**src/rtl/vga_number_sync_pkg.sv**
```systemverilog
// vga_number_sync_pkg: shared slot layout, codes and controller state encoding
package vga_number_sync_pkg;
  localparam int SLOTS = 12;
  localparam logic [3:0] BLANK_CODE = 4'hF;
  localparam int V_ACTIVE = 480;
  typedef enum logic [1:0] {IDLE = 2'd0, PENDING = 2'd1, COMMIT = 2'd2} state_t;
  function automatic int slot_lo(input int n, input int i);
    return 4 * (n - 1 - i);
  endfunction
endpackage

```
**src/rtl/vga_number_sync_if.sv**
```systemverilog
// vga_number_sync_if: valid/ready update channel from game logic to the controller
interface vga_number_sync_if import vga_number_sync_pkg::*; #(parameter int N = SLOTS);
  logic           upd_valid;
  logic           upd_ready;
  logic [4*N-1:0] upd_data;
  logic [N-1:0]   upd_blink;
  modport master(output upd_valid, upd_data, upd_blink, input upd_ready);
  modport slave(input upd_valid, upd_data, upd_blink, output upd_ready);
endinterface

```
**src/rtl/vga_blink_gen.sv**
```systemverilog
// vga_blink_gen: frame counter producing the blink phase, restarted on clear
module vga_blink_gen #(
  parameter int BLINK_FRAMES = 30,
  parameter int CNT_W = 5
) (
  input  logic clk_pix,
  input  logic rst,
  input  logic tick,
  input  logic clear,
  output logic phase
);
  logic [CNT_W-1:0] cnt;
  logic wrap;
  assign wrap = cnt == CNT_W'(BLINK_FRAMES - 1);
  always_ff @(posedge clk_pix)
    if (!rst || clear) begin
      cnt   <= '0;
      phase <= 1'b1;
    end else if (tick) begin
      cnt <= wrap ? '0 : cnt + 1'b1;
      if (wrap) phase <= ~phase;
    end
endmodule

```
**src/rtl/vga_number_sync.sv**
```systemverilog
// vga_number_sync: shadows digit/blink updates and commits them at vblank start
module vga_number_sync import vga_number_sync_pkg::*; #(
  parameter int V_ACTIVE_P = V_ACTIVE,
  parameter int BLINK_FRAMES = 30,
  parameter int CNT_W = 5
) (
  input  logic                  clk_pix,
  input  logic                  rst,
  input  logic [9:0]            sy,
  vga_number_sync_if.slave      upd,
  output logic [4*SLOTS-1:0]    numbers_concat,
  output logic                  commit_pulse,
  output logic                  frame_tick
);
  state_t state, nxt;
  logic [9:0] sy_q;
  logic vblank_start, phase;
  logic [4*SLOTS-1:0] shadow_d, digits, shown;
  logic [SLOTS-1:0] shadow_b, blink;
  assign vblank_start = sy == 10'(V_ACTIVE_P) && sy_q != 10'(V_ACTIVE_P);
  always_comb
    nxt = state == IDLE    ? (upd.upd_valid && upd.upd_ready ? PENDING : IDLE) :
          state == PENDING ? (vblank_start ? COMMIT : PENDING) : IDLE;
  always_comb begin
    shown = digits;
    for (int i = 0; i < SLOTS; i++)
      if (blink[i] && !phase) shown[slot_lo(SLOTS, i) +: 4] = BLANK_CODE;
  end
  always_ff @(posedge clk_pix)
    if (!rst) begin
      state          <= IDLE;
      sy_q           <= '0;
      shadow_d       <= {SLOTS{BLANK_CODE}};
      digits         <= {SLOTS{BLANK_CODE}};
      shadow_b       <= '0;
      blink          <= '0;
      upd.upd_ready  <= 1'b0;
      commit_pulse   <= 1'b0;
      frame_tick     <= 1'b0;
      numbers_concat <= {SLOTS{BLANK_CODE}};
    end else begin
      state          <= nxt;
      sy_q           <= sy;
      frame_tick     <= vblank_start;
      upd.upd_ready  <= nxt == IDLE;
      commit_pulse   <= nxt == COMMIT;
      numbers_concat <= shown;
      if (state == IDLE && nxt == PENDING) begin
        shadow_d <= upd.upd_data;
        shadow_b <= upd.upd_blink;
      end
      if (state == COMMIT) begin
        digits <= shadow_d;
        blink  <= shadow_b;
      end
    end
  vga_blink_gen #(.BLINK_FRAMES(BLINK_FRAMES), .CNT_W(CNT_W)) u_blink (
    .clk_pix(clk_pix),
    .rst(rst),
    .tick(vblank_start && state != COMMIT),
    .clear(state == COMMIT),
    .phase(phase)
  );
endmodule
```
**src/flat_wrapper.sv**
```systemverilog
// flat-port wrapper written by rule: the top's interface ports become plain ports
module vga_number_sync_flat import vga_number_sync_pkg::*;
#(
  parameter int V_ACTIVE_P = V_ACTIVE,
  parameter int BLINK_FRAMES = 30,
  parameter int CNT_W = 5
)
  (clk_pix, rst, sy, numbers_concat, commit_pulse, frame_tick, upd_upd_valid, upd_upd_data, upd_upd_blink, upd_upd_ready);
  vga_number_sync_if upd_i ();
  input  logic clk_pix;
  input  logic rst;
  input  logic [9:0] sy;
  output logic [4*SLOTS-1:0] numbers_concat;
  output logic commit_pulse;
  output logic frame_tick;
  input wire logic [$bits(upd_i.upd_valid)-1:0] upd_upd_valid;
  input wire logic [$bits(upd_i.upd_data)-1:0] upd_upd_data;
  input wire logic [$bits(upd_i.upd_blink)-1:0] upd_upd_blink;
  output wire logic [$bits(upd_i.upd_ready)-1:0] upd_upd_ready;
  assign upd_i.upd_valid = upd_upd_valid;
  assign upd_i.upd_data = upd_upd_data;
  assign upd_i.upd_blink = upd_upd_blink;
  assign upd_upd_ready = upd_i.upd_ready;
  vga_number_sync #(.V_ACTIVE_P(V_ACTIVE_P), .BLINK_FRAMES(BLINK_FRAMES), .CNT_W(CNT_W)) u_core (.clk_pix(clk_pix), .rst(rst), .sy(sy), .upd(upd_i), .numbers_concat(numbers_concat), .commit_pulse(commit_pulse), .frame_tick(frame_tick));
endmodule
```
**config.mk**
```make
export PLATFORM = sky130hd
export DESIGN_NAME = vga_number_sync_flat
export DESIGN_NICKNAME = d
export VERILOG_FILES = /design/src/rtl/vga_number_sync_pkg.sv /design/src/rtl/vga_number_sync_if.sv /design/src/rtl/vga_blink_gen.sv /design/src/rtl/vga_number_sync.sv /design/src/flat_wrapper.sv
export SDC_FILE = /design/constraint.sdc
export NUM_CORES = 1
export LEC_CHECK = 0
export BUFFER_PORTS_ARGS = -buffer_cell sky130_fd_sc_hd__buf_2
export CAP_MARGIN = 20
export CORE_MARGIN = 2
export CORE_UTILIZATION = 49
export CTS_BUF_LIST = sky130_fd_sc_hd__clkbuf_8 sky130_fd_sc_hd__clkbuf_16
export DETAILED_ROUTE_END_ITERATION = 10
export HOLD_SLACK_MARGIN = 0.06
export PLACE_DENSITY = 0.82
export SLEW_MARGIN = 10
export SYNTH_ARGS = -nofsm -noshare
export SYNTH_HDL_FRONTEND = slang
export SYNTH_SLANG_ARGS = --single-unit
```
**constraint.sdc**
```tcl
create_clock -name clk_pix -period 1.53 [get_ports clk_pix]
set_clock_uncertainty 0.2 [all_clocks]
set_input_delay 0.153 -clock clk_pix [delete_from_list [all_inputs] [get_ports clk_pix]]
set_output_delay 0.153 -clock clk_pix [all_outputs]
set_load 0.005 [all_outputs]
```
# After elaboration in Yosys (flattened, before gate mapping)
# Index checks and enable logic that the tools add are counted.
# op_classes
add_sub_neg,1
eq_ne,8
muxes,5
bitwise,2
n_reduce_logical,34
# ops
cell,n
$reduce_or A2 Y1,12
$logic_and A1 B1 Y1,16
$eq A10 B9 Y1 const B,1
$ne A10 B9 Y1 const B,1
$mux W2,3
$add A5 B1 Y5 const B,1
$eq A5 B5 Y1 const B,1
$mux W5,1
$eq A2 B1 Y1 const B,2
$eq A2 B2 Y1 const B,2
$logic_not A2 Y1,2
$logic_not A1 Y1,2
$ne A2 B2 Y1 const B,1
$not A1 Y1,2
$reduce_and A2 Y1,1
$logic_or A1 B1 Y1,1
$mux W1,1
# totals
reg_bits,189
out_inout_bits,51
elab_cells,73

# Depth between registers and ports, before layout
# Gate-level depths: netlist (run 1).
# depth
word_depth,7
ltp_mapped,6
ltp_nobuf,6

# Cells and area by module
# From an unflattened synthesis (run 1), not the netlist that was laid out.
# hier_totals
hier_cells,726
area_unflattened_um2,6393.6
# modules_own_cells
module,n_inst,cells_each,area_each_um2,seq_area_each_um2
vga_number_sync,1,690,6068.3,3663.5
vga_blink_gen,1,36,325.3,120.1

# Worst setup path before layout (run 1)
# No wires, ideal clock.
# synth_path
path_kind,reg-to-reg
start,reg u_core.u_blink.cnt[1]
end,reg u_core.u_blink.phase
setup_time_ns,0.127
arrival_time_ns,1.308
setup_slack_ns,-0.105
path_stages_with_launch,6
synth_period_minus_slack_ns,1.635
cell_sequence,dfxtp_1 > inv_1 > ha_1 > and4_1 > and4_1 > or3_1
# synth_via
elab_chain_cells,2
# synth_rtl
element,line,source
from (decl),vga_blink_gen.sv:12,logic [CNT_W-1:0] cnt;
from (signal assigned),vga_blink_gen.sv:20,cnt <= wrap ? '0 : cnt + 1'b1;
$eq A5 B5 Y1,vga_blink_gen.sv:14,assign wrap = cnt == CNT_W'(BLINK_FRAMES - 1);
$reduce_and A2 Y1 (no source line),-,
to (signal assigned),vga_blink_gen.sv:21,if (wrap) phase <= ~phase;
to (decl),vga_blink_gen.sv:10,output logic phase
# Every way passes these cells.
# A chain may end at the register's enable or synchronous reset.

# Worst setup path in the final report (run 1)
# layout_path
start,reg u_core.u_blink.cnt[1]
end,reg u_core.u_blink.cnt[0]
# layout_via
elab_chain_cells,2
# layout_rtl
element,line
$eq A5 B5 Y1,vga_blink_gen.sv:14
$mux W5,vga_blink_gen.sv:20
# Every way passes these cells.

==> flow_summary.json, run 1 <==
{
  "slowest_stage": "or4_4",
  "async_flop_share": 0,
  "final_area_mm2": 0.009011,
  "leakage_nw": 3.908,
  "insertion_delay_ps": 420,
  "outcome": "finished, violations left",
  "fillers": 930,
  "register_area_mm2": 0.003796,
  "cts_max_level": 4,
  "drc": 0,
  "fin_cells": 1120,
  "grt_antenna_before_repair": 1,
  "grt-ovfl-total": 0,
  "numCtsBuffers": 17,
  "crit_path_max_fanout": 6,
  "synth.top_cells.by_count": "nand2_1 (241), dfxtp_1 (189), nand3_1 (99)",
  "synthDistinctLibCells": 32,
  "slowest_delay_ps": 480,
  "yosysMostFrequentCell": "nand2_1",
  "whs_path_depth": 3,
  "ant_nets": 0,
  "synth.area.top_cells": "dfxtp_1 (59%), nand2_1 (14%), nand3_1 (7.8%), or2_2 (4.7%), a21boi_0 (2.9%)",
  "drv_slew": 0,
  "placedCellCount": 1001,
  "root_buffer": "clkbuf_16",
  "violations": "negative hold slack, negative setup slack",
  "via_count": 5555,
  "track_usage": 0.2406,
  "grt_max_degree": 57,
  "synth-seq-area-share": 0.5928,
  "synth_top_area_cell": "dfxtp_1",
  "crit_family": "simple AND/OR/NAND/NOR gates",
  "critPathBufInv": 1,
  "first_global_vias": 5602,
  "start_util": 0.5037,
  "crit_path_cell_trace": "inv_2 > ha_4 > and4_4 > or4_4 > a21oi_2",
  "crit_arrival_ps": 1750,
  "hold_path_class": "input pin to flop",
  "max_freq_ghz": 0.6281,
  "ys_warn_count": 0,
  "ir_worst_vdd_mv": 0.8606,
  "slew_headroom": 0.4695,
  "cts_tree": "done",
  "max_cap_viol_count": 0,
  "hpwl_um": 8493,
  "die_area_mm2": 0.01395,
  "drtIter0Drc": 437,
  "synth_ff_type": "dfxtp_1",
  "endpoint_kind": "flop",
  "vias_per_cell": 4.960,
  "clock_path_buffers": 2,
  "io_pins": 124,
  "synth.top_cell.area_share": 0.5928,
  "finalHoldViolCount": 8,
  "gp_congestion": 0.7655,
  "io_buffers": 123,
  "syn_nets": 804,
  "cts_hold_buf": 80,
  "drive_above_1_share": 0.2819,
  "die_h_um": 118.1,
  "die_x_um": 118.1,
  "setup_viol": 6,
  "path_clk_slew_ps": 70,
  "wire_per_inst_um": 15.18,
  "place_area_mm2": 0.007330,
  "cp.depth": 5,
  "rows": 41,
  "crit_required_ps": 1690,
  "core_mm2": 0.01267,
  "syn_avg_cell_area_um2": 8.755,
  "fin_ws_ps": -62.06,
  "pre_cts_ws_ps": -170.1,
  "period_needed_ps": 1592,
  "wl_um": 17000,
  "areaGrowthSynthToFinish_pct": 41.19,
  "reg2regPathDepth": 5,
  "syn_area_mm2": 0.006382,
  "synth_cells": 729,
  "grt_pass1_wl_um": 26720,
  "tightest_slew_ps": 795.7,
  "drt-pass1-iter-count": 5,
  "path_class": "flop to flop",
  "power_density_mw_per_mm2": 1178,
  "hold_ws_ps": -82.82,
  "synth_edf_count": 0,
  "rsz0062_at_grt": "true",
  "fin_nets": 1009,
  "start_kind": "flop",
  "multiInputGateArea_mm2": 0.002486,
  "ys_ff_latch": 189,
  "clkSinkCount": 189,
  "min_period_over_period": 1.041
}
## placed cells by master, fill, tap and decap left out, drive strengths merged, types with 3 or more instances in the layout
cell         count
inv             16
or2             48
nand3           99
nand2          241
a21oi            4
bufinv           4
a21boi          25
or4              4
and2            13
clkbuf          21
a31oi            3
dfxtp          189
nor2b            5
and4             4
clkinv           6
dlygate4sd3     79
o21ai           16
buf            149
## flip-flops by register name, indices dropped and copies added, names as in the netlist, 2 cells and up
register               flops
u_core.shadow_d           48
u_core.digits             48
u_core.state               2
u_core.blink              12
u_core.sy_q               10
u_core.shadow_b           12
u_core.u_blink.cnt         5
u_core.numbers_concat     48
## per-layer routing
metal  vias up  track usage  wire length, µm
met4         0       0.1032              431
met3        38      0.06322              800
met1      2574       0.2804             7052
met5         -            0                0
met2       191       0.4162             8713
li1       2752            -                -
## cell type report
cell class                 count  share of cell area
antenna                        1           0.0002777
clock inverter                13             0.02069
clock buffer                  19             0.05026
tap                          172             0.02388
inverter                      14            0.005832
multi-input combinational    481              0.2759
timing repair buffer         231              0.2019
sequential                   189              0.4213
## metrics by stage
| step | total power, mW | setup TNS [ps] | util |
|---|---|---|---|
| after global placement | 5.749 | -571.5 | 0.5785 |
| after global routing | 10.97 | -775.5 | 0.7112 |
| after CTS | 10.61 | -322.2 | 0.6977 |
| after floorplan | 5.525 | -9.300 | - |
| final | 10.61 | -305.4 | 0.7112 |
| after detailed placement | 5.762 | -870.2 | 0.5785 |
## power breakdown
| part | switching (mW) | internal, mW | total [mW] |
|---|---|---|---|
| clock | 1.88 | 2.83 | 4.72 |
| sequential | 0.0713 | 5.05 | 5.13 |
| combinational | 0.365 | 0.407 | 0.772 |
## logic make-up after synthesis
| family | Yosys count | share of synthesized area |
|---|---|---|
| buffers and inverters | 59 | 0.03803 |
| DFF | 189 | 0.5928 |
| and+or+nand+nor | 429 | 0.3148 |
| adders and majority gates | 2 | 0.003920 |
| AOI/OAI and AO/OA | 50 | 0.05038 |
## final timing paths
kind / start / end / slack (ps)
min reg2reg: u_core.digits[2] / u_core.numbers_concat[2] / 240
min: rst / u_core.shadow_d[7] / -80
max reg2reg: u_core.u_blink.cnt[1] / u_core.u_blink.cnt[0] / -60
max: u_core.u_blink.cnt[1] / u_core.u_blink.cnt[0] / -60
## worst reg2reg max path, delay by kind of cell (launching register included)
| kind | cells | cell delay [ps] |
|---|---|---|
| AND/OR/NAND/NOR | 2 | 650 |
| flip-flops | 1 | 370 |
| adder cells (fa/ha/maj) | 1 | 140 |
| AO/OA/AOI/OAI | 1 | 120 |
| buffers and inverters | 1 | 40 |
## repair_timing
action                                  4_1_cts  5_1_grt
pin swaps                                     6        7
cloned                                        1        2
hold endpoints to repair                     95       11
gates resized for setup                      11       25
endpoints found under the setup margin       11       67
buffers inserted                              1        2
(Power assumes the default switching activity.)
==> run 2: changes to the inputs <==
--- a/config.mk
+++ b/config.mk
@@ -5,6 +5,7 @@
 export SDC_FILE = /design/constraint.sdc
 export NUM_CORES = 1
 export LEC_CHECK = 0
+export ABC_AREA = 1
 export BUFFER_PORTS_ARGS = -buffer_cell sky130_fd_sc_hd__buf_2
 export CAP_MARGIN = 20
 export CORE_MARGIN = 2
==> run 2 against run 1 <==
Compared with the run above: the flow finishes with violations (negative hold slack); sequential power about the same; area after synthesis up 2.8%; final cell count up 3.8%; final area down 2.5%; register-to-register slack better by 130 ps; via count up 2.0%; total power down 3.5%; worst setup slack better by 120 ps; combinational power down 5.2%; largest power group unchanged.
==> flow_summary.json, run 2 <==
{
  "outcome": "finished, violations left",
  "violations": "negative hold slack",
  "fin_ws_ps": 54.68,
  "wl_um": 15200,
  "tightest_slew_ps": 540.6,
  "core_mm2": 0.01314,
  "crit_arrival_ps": 1590,
  "max_freq_ghz": 0.6778,
  "synth-seq-area-share": 0.5765,
  "grt_pass1_wl_um": 24600,
  "path_class": "input pin to flop",
  "crit_required_ps": 1640,
  "io_buffers": 123,
  "period_needed_ps": 1475,
  "synth_top_family_by_area": "simple AND/OR/NAND/NOR gates",
  "numCtsBuffers": 17,
  "die_area_mm2": 0.01433,
  "die_h_um": 119.7,
  "n_antenna_cell": 0,
  "setup_viol": 0,
  "synth_ff_type": "dfxtp_1",
  "max_cap_viol_count": 0,
  "final_area_mm2": 0.008783,
  "drc": 0,
  "io_pins": 124,
  "fin_nets": 1049,
  "hold_ws_ps": -6.535,
  "syn_avg_cell_area_um2": 8.403,
  "endpoint_kind": "flop",
  "synthDistinctLibCells": 27,
  "fin_tns_setup_ps": 0,
  "ys_ff_latch": 189,
  "ir_worst_vdd_mv": 0.6391,
  "grt-ovfl-total": 0,
  "fin_cells": 1163,
  "synth-adder-area-share": 0.003813,
  "ant_nets": 0,
  "synth-simple-area-share": 0.2330,
  "clock_path_buffers": 2,
  "hold_path_class": "input pin to flop",
  "cts_max_level": 4,
  "power_density_mw_per_mm2": 1166,
  "drv_slew": 0,
  "pre_cts_ws_ps": 51.79,
  "syn_area_mm2": 0.006563,
  "hpwl_um": 8840,
  "synth_top_area_cell": "dfxtp_1",
  "final_common_cell": "nand2_1",
  "wire_per_inst_um": 13.07,
  "layout_common_cells": "nand2_1 (213), dfxtp_1 (186), buf_2 (120)",
  "syn_nets": 856,
  "final_util": 0.6686,
  "crit_path_max_fanout": 5,
  "synth_cells": 781,
  "start_kind": "input pin",
  "path_clk_slew_ps": 70,
  "async_flop_share": 0,
  "first_global_vias": 5490,
  "rows": 42,
  "vias_per_cell": 4.870,
  "via_count": 5664,
  "largestRegisters": "u_core.digits x48, u_core.numbers_concat x48, u_core.shadow_d x48",
  "power_mw": 10.24,
  "clkSinkCount": 189,
  "place_area_mm2": 0.007288,
  "gp_congestion": 0.7770,
  "grt_antenna_before_repair": 0,
  "finalHoldViolCount": 1,
  "synth.top_cells.by_count": "nand2_1 (222), dfxtp_1 (189), inv_1 (80)",
  "wl_met1_um": 6595,
  "insertion_delay_ps": 420,
  "fillers": 1032,
  "slew_headroom": 0.6384,
  "min_period_over_period": 0.9643,
  "rsz0062_at_grt": "true",
  "start_util": 0.4995,
  "drive_above_1_share": 0.2128,
  "wl_met2_um": 7789,
  "track_usage": 0.2156,
  "synth.top_cell.area_share": 0.5765,
  "yosysMostFrequentCell": "nand2_1",
  "synth-compound-area-share": 0.09647,
  "root_buffer": "clkbuf_16",
  "die_x_um": 119.7,
  "synth.area.top_cells": "dfxtp_1 (58%), nand2_1 (13%), inv_1 (4.6%), nand3_1 (4.6%), o211ai_1 (4.2%)",
  "ys_warn_count": 0,
  "cts_tree": "done",
  "placedCellCount": 1050,
  "met3_length_um": 541,
  "synth_xor_area_frac": 0.001335,
  "areaGrowthSynthToFinish_pct": 33.84,
  "grt_max_degree": 58,
  "leakage_nw": 4.065,
  "drt-pass1-iter-count": 6,
  "synth_edf_count": 0,
  "drtIter0Drc": 274,
  "highest_layer": "met4",
  "synthMuxAreaShare": 0
}
## run 2: changes by cell type in the layout (fill, tap and decap cells not counted), moves of 9 or more
cell,before,now
nor2_1,0,64
a21boi_0,23,0
nand2_2,0,9
o211ai_2,0,10
nand2_1,241,213
a21oi_1,2,21
o211ai_1,0,37
and2_1,10,0
or2_2,48,0
inv_1,13,76
nand3_1,97,60
## run 2: logic make-up (layout without fill, tap and decap cells)
family / Yosys count / in the layout
AND/OR/NAND/NOR: 367 / 367
AO/OA/AOI/OAI: 93 / 93
adder cells (fa/ha/maj): 2 / 2
buffers and inverters: 129 / 335
XOR/XNOR: 1 / 1
flip-flops: 189 / 189
## run 2: power breakdown
part	switching [mW]	internal, mW	total [mW]
combinational	0.374	0.359	0.732
sequential	0.0760	5.07	5.14
clock	1.80	2.56	4.36
## run 2: cell type report
cell class | count | area (µm²) | share of cell area
inverter | 86 | 327.8 | 0.03732
timing repair buffer | 217 | 1594 | 0.1815
sequential | 189 | 3790 | 0.4315
tap | 176 | 220.2 | 0.02507
clock buffer | 21 | 480.5 | 0.05470
multi-input combinational | 463 | 2256 | 0.2568
clock inverter | 11 | 115.1 | 0.01311
## run 2: critical path, cell delays in order
cell	delay, ps
dlygate4sd3_1	530
buf_2	130
inv_2	50
nand2_2	60
nor2_2	90
nand2_2	80
nor2_4	210
nand3_4	140
nand2_2	90
a21oi_1	60
## run 2: timing repair
action	CTS	global route
resized for setup	0	32
hold buffers	82	2
endpoints found under the setup margin	0	11
endpoints found under the hold margin	109	52
buffers inserted	0	0
## run 2: path summary, 6_finish.rpt
check / from / to / slack (ps) / cells after the start
worst max-delay path: sy[2] / u_core.u_blink.cnt[4] / 50 / 10
worst min-delay path: rst / u_core.shadow_d[24] / -7 / 3
worst max register to register: u_core.state[1] / u_core.blink[11] / 70 / 5
worst min register to register: u_core.digits[3] / u_core.numbers_concat[3] / 220 / 2
## run 2: routing by layer
metal | vias up | track usage
li1 | 2861 | -
met1 | 2635 | 0.2575
met2 | 144 | 0.3804
met3 | 24 | 0.03945
met4 | 0 | 0.09044
met5 | - | 0
